--- src/rtl/decode_issue_ctrl_pkg.sv ---
// Shared definitions for the decode/issue slice: FSM encoding, instruction
// type codes used by the decoder, and the decoder's register-field bundle.
package decode_issue_ctrl_pkg;

    localparam int unsigned XLEN   = 32;
    localparam int unsigned RIDX_W = 5;

    typedef enum logic [0:0] {
        ST_RUN   = 1'b0,
        ST_FLUSH = 1'b1
    } state_e;

    typedef enum logic [2:0] {
        ITYPE_R = 3'd0,
        ITYPE_I = 3'd1,
        ITYPE_S = 3'd2,
        ITYPE_B = 3'd3,
        ITYPE_U = 3'd4,
        ITYPE_J = 3'd5
    } itype_e;

    // Register usage of the head instruction as reported by the decoder.
    typedef struct packed {
        logic [RIDX_W-1:0] rd;
        logic [RIDX_W-1:0] rs1;
        logic [RIDX_W-1:0] rs2;
        logic              wen;
    } dec_regs_t;

endpackage

--- src/rtl/decode_issue_ctrl_scoreboard.sv ---
// Pending-write scoreboard: one busy bit per architectural register, with a
// same-cycle writeback bypass on every read port. Register 0 is never busy.
module decode_issue_ctrl_scoreboard
    import decode_issue_ctrl_pkg::*;
#(
    parameter int unsigned NREG = 32
) (
    input  logic              i_clk,
    input  logic              i_rst_n,
    input  logic              i_set_valid,
    input  logic [RIDX_W-1:0] i_set_idx,
    input  logic              i_clr_valid,
    input  logic [RIDX_W-1:0] i_clr_idx,
    input  logic [RIDX_W-1:0] i_rs1_idx,
    input  logic [RIDX_W-1:0] i_rs2_idx,
    input  logic [RIDX_W-1:0] i_rd_idx,
    output logic              o_rs1_busy,
    output logic              o_rs2_busy,
    output logic              o_rd_busy,
    output logic [NREG-1:0]   o_busy
);

    logic [NREG-1:0] busy_q;
    logic [NREG-1:0] busy_d;
    logic [NREG-1:0] busy_eff;

    // Bypassed view (clear applied), next state (set wins over clear) and reads.
    always_comb begin
        busy_eff   = busy_q;
        busy_d     = busy_q;
        o_rs1_busy = 1'b0;
        o_rs2_busy = 1'b0;
        o_rd_busy  = 1'b0;

        for (int unsigned i = 0; i < NREG; i++) begin
            if (i_clr_valid && (i_clr_idx == RIDX_W'(i))) begin
                busy_eff[i] = 1'b0;
            end
        end
        busy_eff[0] = 1'b0;

        busy_d = busy_eff;
        for (int unsigned i = 1; i < NREG; i++) begin
            if (i_set_valid && (i_set_idx == RIDX_W'(i))) begin
                busy_d[i] = 1'b1;
            end
        end
        busy_d[0] = 1'b0;

        for (int unsigned i = 1; i < NREG; i++) begin
            if (i_rs1_idx == RIDX_W'(i)) o_rs1_busy = busy_eff[i];
            if (i_rs2_idx == RIDX_W'(i)) o_rs2_busy = busy_eff[i];
            if (i_rd_idx  == RIDX_W'(i)) o_rd_busy  = busy_eff[i];
        end
    end

    // Busy-bit register.
    always_ff @(posedge i_clk) begin
        if (!i_rst_n) begin
            busy_q <= '0;
        end else begin
            busy_q <= busy_d;
        end
    end

    assign o_busy = busy_q;

endmodule

--- src/rtl/decode_issue_ctrl.sv ---
// Issue controller in front of decode: instruction FIFO, hazard-gated
// single issue per cycle, and a one-cycle flush state on redirect.
module decode_issue_ctrl
    import decode_issue_ctrl_pkg::*;
#(
    parameter int unsigned QDEPTH = 2,
    parameter int unsigned NREG   = 32
) (
    input  logic              i_clk,
    input  logic              i_rst_n,
    input  logic              i_fetch_valid,
    input  logic [XLEN-1:0]   i_fetch_instr,
    output logic              o_fetch_ready,
    output logic [XLEN-1:0]   o_dec_instr,
    input  logic [RIDX_W-1:0] i_drd,
    input  logic [RIDX_W-1:0] i_drs1,
    input  logic [RIDX_W-1:0] i_drs2,
    input  logic              i_wen,
    output logic              o_issue_valid,
    input  logic              i_issue_ready,
    input  logic              i_wb_valid,
    input  logic [RIDX_W-1:0] i_wb_rd,
    input  logic              i_flush,
    output logic              o_stall,
    output logic [NREG-1:0]   o_busy
);

    localparam int unsigned PTR_W = $clog2(QDEPTH);
    localparam int unsigned CNT_W = PTR_W + 1;

    state_e              state_q, state_d;
    logic [PTR_W-1:0]    wr_ptr_q, wr_ptr_d;
    logic [PTR_W-1:0]    rd_ptr_q, rd_ptr_d;
    logic [CNT_W-1:0]    cnt_q, cnt_d;
    logic [XLEN-1:0]     mem_q [QDEPTH];

    dec_regs_t           dec_regs;
    logic                in_run;
    logic                q_empty;
    logic                q_full;
    logic                push;
    logic                pop;
    logic                rs1_busy, rs2_busy, rd_busy;
    logic                haz_raw, haz_waw;
    logic                sb_set;

    assign dec_regs = '{rd: i_drd, rs1: i_drs1, rs2: i_drs2, wen: i_wen};

    // Queue status and handshakes; ready depends only on registered state.
    assign in_run        = (state_q == ST_RUN);
    assign q_empty       = (cnt_q == '0);
    assign q_full        = (cnt_q == CNT_W'(QDEPTH));
    assign o_fetch_ready = !q_full && in_run;
    assign push          = i_fetch_valid && o_fetch_ready && !i_flush;

    // Hazard detection on the head instruction.
    assign haz_raw       = rs1_busy || rs2_busy;
    assign haz_waw       = dec_regs.wen && rd_busy;
    assign o_issue_valid = !q_empty && !haz_raw && !haz_waw && !i_flush && in_run;
    assign o_stall       = !q_empty && (haz_raw || haz_waw) && in_run;
    assign pop           = o_issue_valid && i_issue_ready;
    assign sb_set        = pop && dec_regs.wen && (dec_regs.rd != '0);

    assign o_dec_instr   = q_empty ? '0 : mem_q[rd_ptr_q];

    // Next state for the FSM, FIFO pointers and occupancy.
    always_comb begin
        state_d  = state_q;
        wr_ptr_d = wr_ptr_q;
        rd_ptr_d = rd_ptr_q;
        cnt_d    = cnt_q;

        unique case (state_q)
            ST_RUN: begin
                if (i_flush) begin
                    state_d  = ST_FLUSH;
                    wr_ptr_d = '0;
                    rd_ptr_d = '0;
                    cnt_d    = '0;
                end else begin
                    if (push) wr_ptr_d = wr_ptr_q + PTR_W'(1);
                    if (pop)  rd_ptr_d = rd_ptr_q + PTR_W'(1);
                    if (push && !pop) begin
                        cnt_d = cnt_q + CNT_W'(1);
                    end else if (!push && pop) begin
                        cnt_d = cnt_q - CNT_W'(1);
                    end
                end
            end
            ST_FLUSH: begin
                wr_ptr_d = '0;
                rd_ptr_d = '0;
                cnt_d    = '0;
                if (!i_flush) begin
                    state_d = ST_RUN;
                end
            end
            default: begin
                state_d = ST_RUN;
            end
        endcase
    end

    // Control state register.
    always_ff @(posedge i_clk) begin
        if (!i_rst_n) begin
            state_q  <= ST_RUN;
            wr_ptr_q <= '0;
            rd_ptr_q <= '0;
            cnt_q    <= '0;
        end else begin
            state_q  <= state_d;
            wr_ptr_q <= wr_ptr_d;
            rd_ptr_q <= rd_ptr_d;
            cnt_q    <= cnt_d;
        end
    end

    // Instruction storage; contents are only meaningful under cnt_q.
    always_ff @(posedge i_clk) begin
        if (i_rst_n && push) begin
            mem_q[wr_ptr_q] <= i_fetch_instr;
        end
    end

    decode_issue_ctrl_scoreboard #(
        .NREG (NREG)
    ) u_scoreboard (
        .i_clk       (i_clk),
        .i_rst_n     (i_rst_n),
        .i_set_valid (sb_set),
        .i_set_idx   (dec_regs.rd),
        .i_clr_valid (i_wb_valid),
        .i_clr_idx   (i_wb_rd),
        .i_rs1_idx   (dec_regs.rs1),
        .i_rs2_idx   (dec_regs.rs2),
        .i_rd_idx    (dec_regs.rd),
        .o_rs1_busy  (rs1_busy),
        .o_rs2_busy  (rs2_busy),
        .o_rd_busy   (rd_busy),
        .o_busy      (o_busy)
    );

endmodule

--- config.mk ---
export PLATFORM = sky130hd
export DESIGN_NAME = decode_issue_ctrl
export DESIGN_NICKNAME = d
export VERILOG_FILES = /design/src/rtl/decode_issue_ctrl_pkg.sv /design/src/rtl/decode_issue_ctrl_scoreboard.sv /design/src/rtl/decode_issue_ctrl.sv
export SDC_FILE = /design/constraint.sdc
export NUM_CORES = 1
export LEC_CHECK = 0
export BUFFER_PORTS_ARGS = -buffer_cell sky130_fd_sc_hd__buf_2
export CAP_MARGIN = 20
export CORE_AREA = 4 4 113 115
export DETAILED_ROUTE_END_ITERATION = 12
export DIE_AREA = 0 0 117 119
export PLACE_DENSITY = 0.81
export SETUP_SLACK_MARGIN = 0.4
export SLEW_MARGIN = 20
export SYNTH_ARGS = -nofsm -noshare
export SYNTH_HDL_FRONTEND = slang
export SYNTH_HIERARCHICAL = 1
export SYNTH_SLANG_ARGS = --single-unit
--- constraint.sdc ---
create_clock -name i_clk -period 3.5 [get_ports i_clk]
set_input_delay 0.35 -clock i_clk [delete_from_list [all_inputs] [get_ports i_clk]]
set_output_delay 0.35 -clock i_clk [all_outputs]
set_load 0.005 [all_outputs]
# After elaboration in Yosys (flattened, before gate mapping)

Memory sizes are Yosys's and may differ from the RTL's. A register that Yosys moved wholly into a read port is not among the register bits.
Cells that the tools add are included.

Register bits: 37
Latch bits: 0
Bits in writable memories: 64
Memory bits (read-only): 0
Output and inout port bits: 67
Memories: 1

Add/sub/neg operators: 4
Multipliers: 0
Divide/modulo/power cells: 0
Magnitude comparators: 0
Equality and inequality tests: 128
Shift operators: 0
Mux-type cells: 171
Bitwise gates (word level): 1
Reductions and logical operators: 89

Memories:

| name  | depth | bits a word | rd ports | clocked after Yosys merged registers in | write ports | RTL line                | text |
|---|---|---|---|---|---|---|---|
| mem_q | 2     | 32          | 1        | 1                                       | 1           | decode_issue_ctrl.sv:35 | `logic [XLEN-1:0] mem_q [QDEPTH];` |

Operators with widths:

| cell                  | number |
|---|---|
| $eq A5 B5 Y1 const B  | 64 |
| $mux W1               | 164 |
| $eq A5 B4 Y1 const B  | 32 |
| $eq A5 B3 Y1 const B  | 16 |
| $logic_and A1 B1 Y1   | 78 |
| $eq A5 B2 Y1 const B  | 8 |
| $mux W32              | 1 |
| $eq A5 B1 Y1 const B  | 4 |
| $logic_not A1 Y1      | 7 |
| $mux W2               | 3 |
| $ne A3 B2 Y1 const B  | 2 |
| $reduce_bool A5 Y1    | 1 |
| $ne A4 B2 Y1 const B  | 1 |
| $pmux W1 S2           | 2 |
| $pmux W2 S2           | 1 |
| $add A1 B1 Y1 const B | 2 |
| $add A2 B1 Y2 const B | 1 |
| $eq A2 B2 Y1 const B  | 1 |
| $logic_not A2 Y1      | 1 |
| $logic_or A1 B1 Y1    | 2 |
| $sub A2 B1 Y2 const B | 1 |
| $not A1 Y1            | 1 |

# Depth between registers and ports, before layout

Word-level depth: 46
Gate-level depth with buffers: 16
Mapped depth without buffers: 14

# Cells and area by module

Netlist, hierarchy kept.

Modules (own cells, without submodules):

| module                       | times used | cells each | area each (µm²) | seq. area each (µm²) |
|---|---|---|---|---|
| decode_issue_ctrl_scoreboard | 1          | 409        | 3,027.9         | 620.6 |
| decode_issue_ctrl            | 1          | 176        | 2,726.4         | 2,042.0 |

# Worst setup path before layout

No wires, ideal clock.

Path kind: register to register
Start: reg cnt_q[0]
End: mem mem_q[0][0] (enable)
Setup time: 461 ps
Data arrival time: 2,901 ps
Required time: 3,039 ps
Path slack: 138 ps
Cell stages (with the launch flop): 4
Path buffers: 0
Clock period less this slack: 3,362 ps
Path through: dfxtp_1 -> nor2b_1 -> nand2b_1 -> nor3_1

Longest elaborated chain between the ends: 8

RTL lines:

| what                             | RTL line                 | text |
|---|---|---|
| from (decl)                      | decode_issue_ctrl.sv:34  | `logic [CNT_W-1:0] cnt_q, cnt_d;` |
| from (signal assigned)           | decode_issue_ctrl.sv:115 | `cnt_q <= cnt_d;` |
| $eq A2 B2 Y1                     | decode_issue_ctrl.sv:52  | `assign q_full = (cnt_q == CNT_W'(QDEPTH));` |
| $logic_not A1 Y1                 | decode_issue_ctrl.sv:53  | `assign o_fetch_ready = !q_full && in_run;` |
| $logic_and A1 B1 Y1              | decode_issue_ctrl.sv:53  |  |
| $logic_and A1 B1 Y1 (2 in a row) | decode_issue_ctrl.sv:54  | `assign push = i_fetch_valid && o_fetch_ready && !i_flush;` |
| $logic_and A1 B1 Y1              | decode_issue_ctrl.sv:121 | `if (i_rst_n && push) begin` |
| $mux W1                          | decode_issue_ctrl.sv:121 |  |
| $mux W1 (not written as such)    | decode_issue_ctrl.sv:122 | `mem_q[wr_ptr_q] <= i_fetch_instr;` |
| to (decl)                        | decode_issue_ctrl.sv:35  |  |

Every way passes these cells.

# Worst setup path in the final report

Start: in i_wb_valid
End: reg u_scoreboard.busy_q[2] (netlist: u_scoreboard/o_busy[2])

Longest elaborated chain between the ends: 44
Elaborated cells on any way between the ends: 168

RTL lines:

| what                                 | RTL line                           | text |
|---|---|---|
| from (decl)                          | decode_issue_ctrl.sv:21            | `input logic i_wb_valid,` |
| $logic_and A1 B1 Y1                  | decode_issue_ctrl_scoreboard.sv:36 | `if (i_clr_valid && (i_clr_idx == RIDX_W'(i))) begin` |
| $mux W1                              | decode_issue_ctrl_scoreboard.sv:36 |  |
| $mux W1 (30 in a row)                | decode_issue_ctrl_scoreboard.sv:52 | `if (i_rs2_idx == RIDX_W'(i)) o_rs2_busy = busy_eff[i];` |
| $mux W1 (*)                          | decode_issue_ctrl_scoreboard.sv:52 |  |
| via rs2_busy                         | decode_issue_ctrl.sv:43            | `logic rs1_busy, rs2_busy, rd_busy;` |
| $logic_or A1 B1 Y1 (*)               | decode_issue_ctrl.sv:57            | `assign haz_raw = rs1_busy \|\| rs2_busy;` |
| $logic_not A1 Y1 (*)                 | decode_issue_ctrl.sv:59            | `assign o_issue_valid = !q_empty && !haz_raw && !haz_waw && !i_flush && in_run;` |
| $logic_and A1 B1 Y1 (*) (4 in a row) | decode_issue_ctrl.sv:59            |  |
| $logic_and A1 B1 Y1 (*)              | decode_issue_ctrl.sv:61            | `assign pop = o_issue_valid && i_issue_ready;` |
| $logic_and A1 B1 Y1 (*) (2 in a row) | decode_issue_ctrl.sv:62            | `assign sb_set = pop && dec_regs.wen && (dec_regs.rd != '0);` |
| via sb_set                           | decode_issue_ctrl.sv:45            | `logic sb_set;` |
| $logic_and A1 B1 Y1 (*)              | decode_issue_ctrl_scoreboard.sv:44 | `if (i_set_valid && (i_set_idx == RIDX_W'(i))) begin` |
| $mux W1 (*)                          | decode_issue_ctrl_scoreboard.sv:44 |  |
| to (signal assigned)                 | decode_issue_ctrl_scoreboard.sv:62 | `busy_q <= busy_d;` |
| to (decl)                            | decode_issue_ctrl_scoreboard.sv:23 | `logic [NREG-1:0] busy_q;` |

The timed path passes the listed nets; every way through them passes the cells marked *.
A chain may end at the register's enable or synchronous reset.

==> impl_results.md <==
* Crit path max fanout at 12
* Post-route ant nets at 0
* Die height at 119 µm
* Leakage at 2.87 nW
* IO Port Bufs at 124
* FILL cells at 945
* Wire per inst at 21.6 µm
* Cts bufs inserted at 9
* Status: complete, no violations
* Number of global-route vias before repair at 5,455
* Tcrit/Tclk final at 95.1%
* Ant. Diodes at 0
* Final setup vio count at 0
* Final Skew at 0.00848 ns
* I/O pins at 126
* Critical path's slowest cell: o21ai_0
* Commonest non-fill, non-tap cell in the layout: buf_2
* Root buffer cell: clkbuf_16
* Placer Congestion at 0.964
* Syn_nets at 645
* Crit path max-delay family: simple AND/OR/NAND/NOR gates
* Share of cells above drive strength 1 at 36.9%
* Worst vdd ir at 0.319 mV
* # rows at 40
* Clk sinks at 101
* Final hold violation count at 0
* First-pass GRT wire length at 29,300 µm
* CP bufs+invs at 3
* Seq. cell area at 2660 µm²
* Post-synth top area share at 33.4%
* Core area at 11,800 µm²
* Area contributors post-synth: edfxtp_1 33%, dfxtp_1 13%, mux2i_1 7.8%
* Max Cap Violations at 0
* P per Cell Area at 350 nW/µm²
* CTS tree: built
* Largest net degree at the start of global routing at 35
* CP startpoint kind: input port
* Post-synthesis cell count at 585
* Synth-to-Final Area Change at 31.2%
* Detailed Routing Iterations Pass 1 at 5
* GRT Resource Usage Total at 27.1%
* Post-CTS Hold Buffers at 0
* Most frequent cells in the layout: 120 x buf_2, 80 x buf_4, 65 x nor2_1
* Distinct cells, synth at 88
* Sequential fraction of the synthesis area at 46.3%
* Max H-tree Level at 3
* Worst hold-check path type: in2reg
* Fmax at 300 MHz
* Worst-skew pair later-pin latency at 0.35 ns
* Multi-input gate area in the final layout at 3070 µm²
* Clk buf depth at 2
* Vias per inst at 6.22
* Synth Register Bits at 101
* Post-DP HPWL at 14,500 µm
* Data required, critical path at 3.77 ns
* Cell Area, Placed at 6950 µm²
* Arr. time, crit path at 3.60 ns
* Yosys Warn Count at 6
* Final Max Slew Viols at 0
* Initial DRC Count at 619
* Post-route cell area at 7550 µm²
* Initial core utilization at 48.7%
* Number of synthesized flops with an enable pin at 64
* Async SR Flop Fraction at 0%
* # DRC at 0
* Non-filler instance count after layout at 913
* Syn Area/Cell at 9.84 µm²
* Crit end category: flop
* Cell mode on critical path: buf_4
* Worst-path clk slew at 0.07 ns
* Die W at 117 µm
* CP Class: in2reg
* DR vias at 5,676
* Max_slew headroom at 33.6%
* Final wirelength at 19,700 µm
* Worst-Margin Slew at 0.997 ns
* Die ar. at 13,900 µm²
* Unrepaired setup endpoints after global routing: true
* Nets@finish at 821
* Initial antenna violation count at 0
* Inst Count DP at 891
* Mapped cell area at 5750 µm²
* Yosys top cell by area: edfxtp_1
* Gr ovfl total at 0
* CP peak stage delay at 0.49 ns
* CP cell instances: buf_4, nand4_1, o21ai_0, a32o_1, a31oi_1, nor3_1, a211o_1, nand3_1, buf_4, a211oi_4, nand4b_1, nor2_4, nand2_4, nor3_2, buf_4, nand2_1, a21boi_0
* Most used DFF post-synth: edfxtp_1
* Min cycle time layout at 3.33 ns
## cells in the mapped netlist, drive strengths merged (6+ instances only)
master    n
nand2    40
nand4b    6
nor3     15
a21oi    20
inv      10
nor2b    19
dfxtp    37
a21boi   30
mux2i    45
nand3     6
o211ai   10
edfxtp   64
clkbuf   23
a31oi     6
nand2b   16
buf      19
o21ai    36
o32ai     6
o2111ai   6
nor2     72
## registers in the layout, summed over array words and instances (netlist names), named ones only
signal / count
u_scoreboard/o_busy: 31
state_q: 1
cnt_q: 2
wr_ptr_q: 1
rd_ptr_q: 1
mem_q: 64
## cells by family after synthesis
kind of cell / after synthesis / share of synthesized area [%]
other cells: 1 / 0.0652
flops: 101 / 46.3
xor+xnor: 4 / 0.609
simple gates: 214 / 19.7
fa+ha+maj: 1 / 0.217
buf+inv: 54 / 4.31
compound gates: 161 / 20.0
mux: 49 / 8.81
## power by group
group | total (W) | switching [W] | internal, W
Clock | 0.00101 | 0.000450 | 0.000563
Sequential | 0.00129 | 0.00000737 | 0.00128
Combinational | 0.000345 | 0.000203 | 0.000142
## layout make-up
class                   count  area share, %
clock buffers               9           2.98
flip-flops and latches    101           35.3
inverters                  12          0.596
multi-input cells         430           40.6
clock inverters             7           1.04
well taps                 147           2.44
repair buffers            207           17.1
## worst register-to-register path: stages (launching register included)
cell and delay (ns):
dfxtp_1 0.37, o21ai_0 0.21, buf_4 0.22, mux2i_2 0.18, nor2_1 0.06, or4b_2 0.65, o211ai_1 0.21, a211oi_4 0.12
nand4b_1 0.20, ha_2 0.31, or3_1 0.34, a21oi_1 0.14
## what timing repair did
action | CTS | global route
resized for setup | 42 | 50
pin swaps | 13 | 25
buffers inserted | 4 | 2
setup endpoints to repair | 35 | 35
cloned | 0 | 0
## layer usage
metal	GRT usage [%]	vias to the layer above	wire [µm]
met2	44.3	338	9650
met3	5.69	37	1860
met5	0	-	0
met4	8.75	0	402
met1	35.7	2740	7830
li1	-	2561	-
## final timing paths
check	from	end	slack (ns)	cells after the start
hold / removal	i_fetch_instr[20]	mem_q[1][20]$_DFFE_PP_	0.19	1
hold reg to reg	cnt_q[1]$_SDFFE_PN0P_	cnt_q[1]$_SDFFE_PN0P_	0.52	2
setup reg to reg	u_scoreboard/o_busy[29]$_SDFF_PN0_	cnt_q[1]$_SDFFE_PN0P_	0.44	11
setup / recovery	i_wb_valid	u_scoreboard/o_busy[2]$_SDFF_PN0_	0.17	17
## metrics by stage
stage / power [W] / hold slack (ns) / utilization [%] / setup slack [ns] / TNS [ns]
detailed placement: 0.00161 / 0.499 / 58.8 / -0.228 / -4.95
CTS: 0.00263 / 0.175 / 62.5 / 0.331 / 0
finish: 0.00265 / 0.188 / 63.9 / 0.171 / 0
floorplan: 0.00149 / 0.449 / - / 0.138 / 0
global placement: 0.00161 / 0.485 / 58.8 / -0.0526 / -0.342
global route: 0.00272 / 0.181 / 63.9 / 0.0675 / 0
Power figures use the tool's default switching activity.
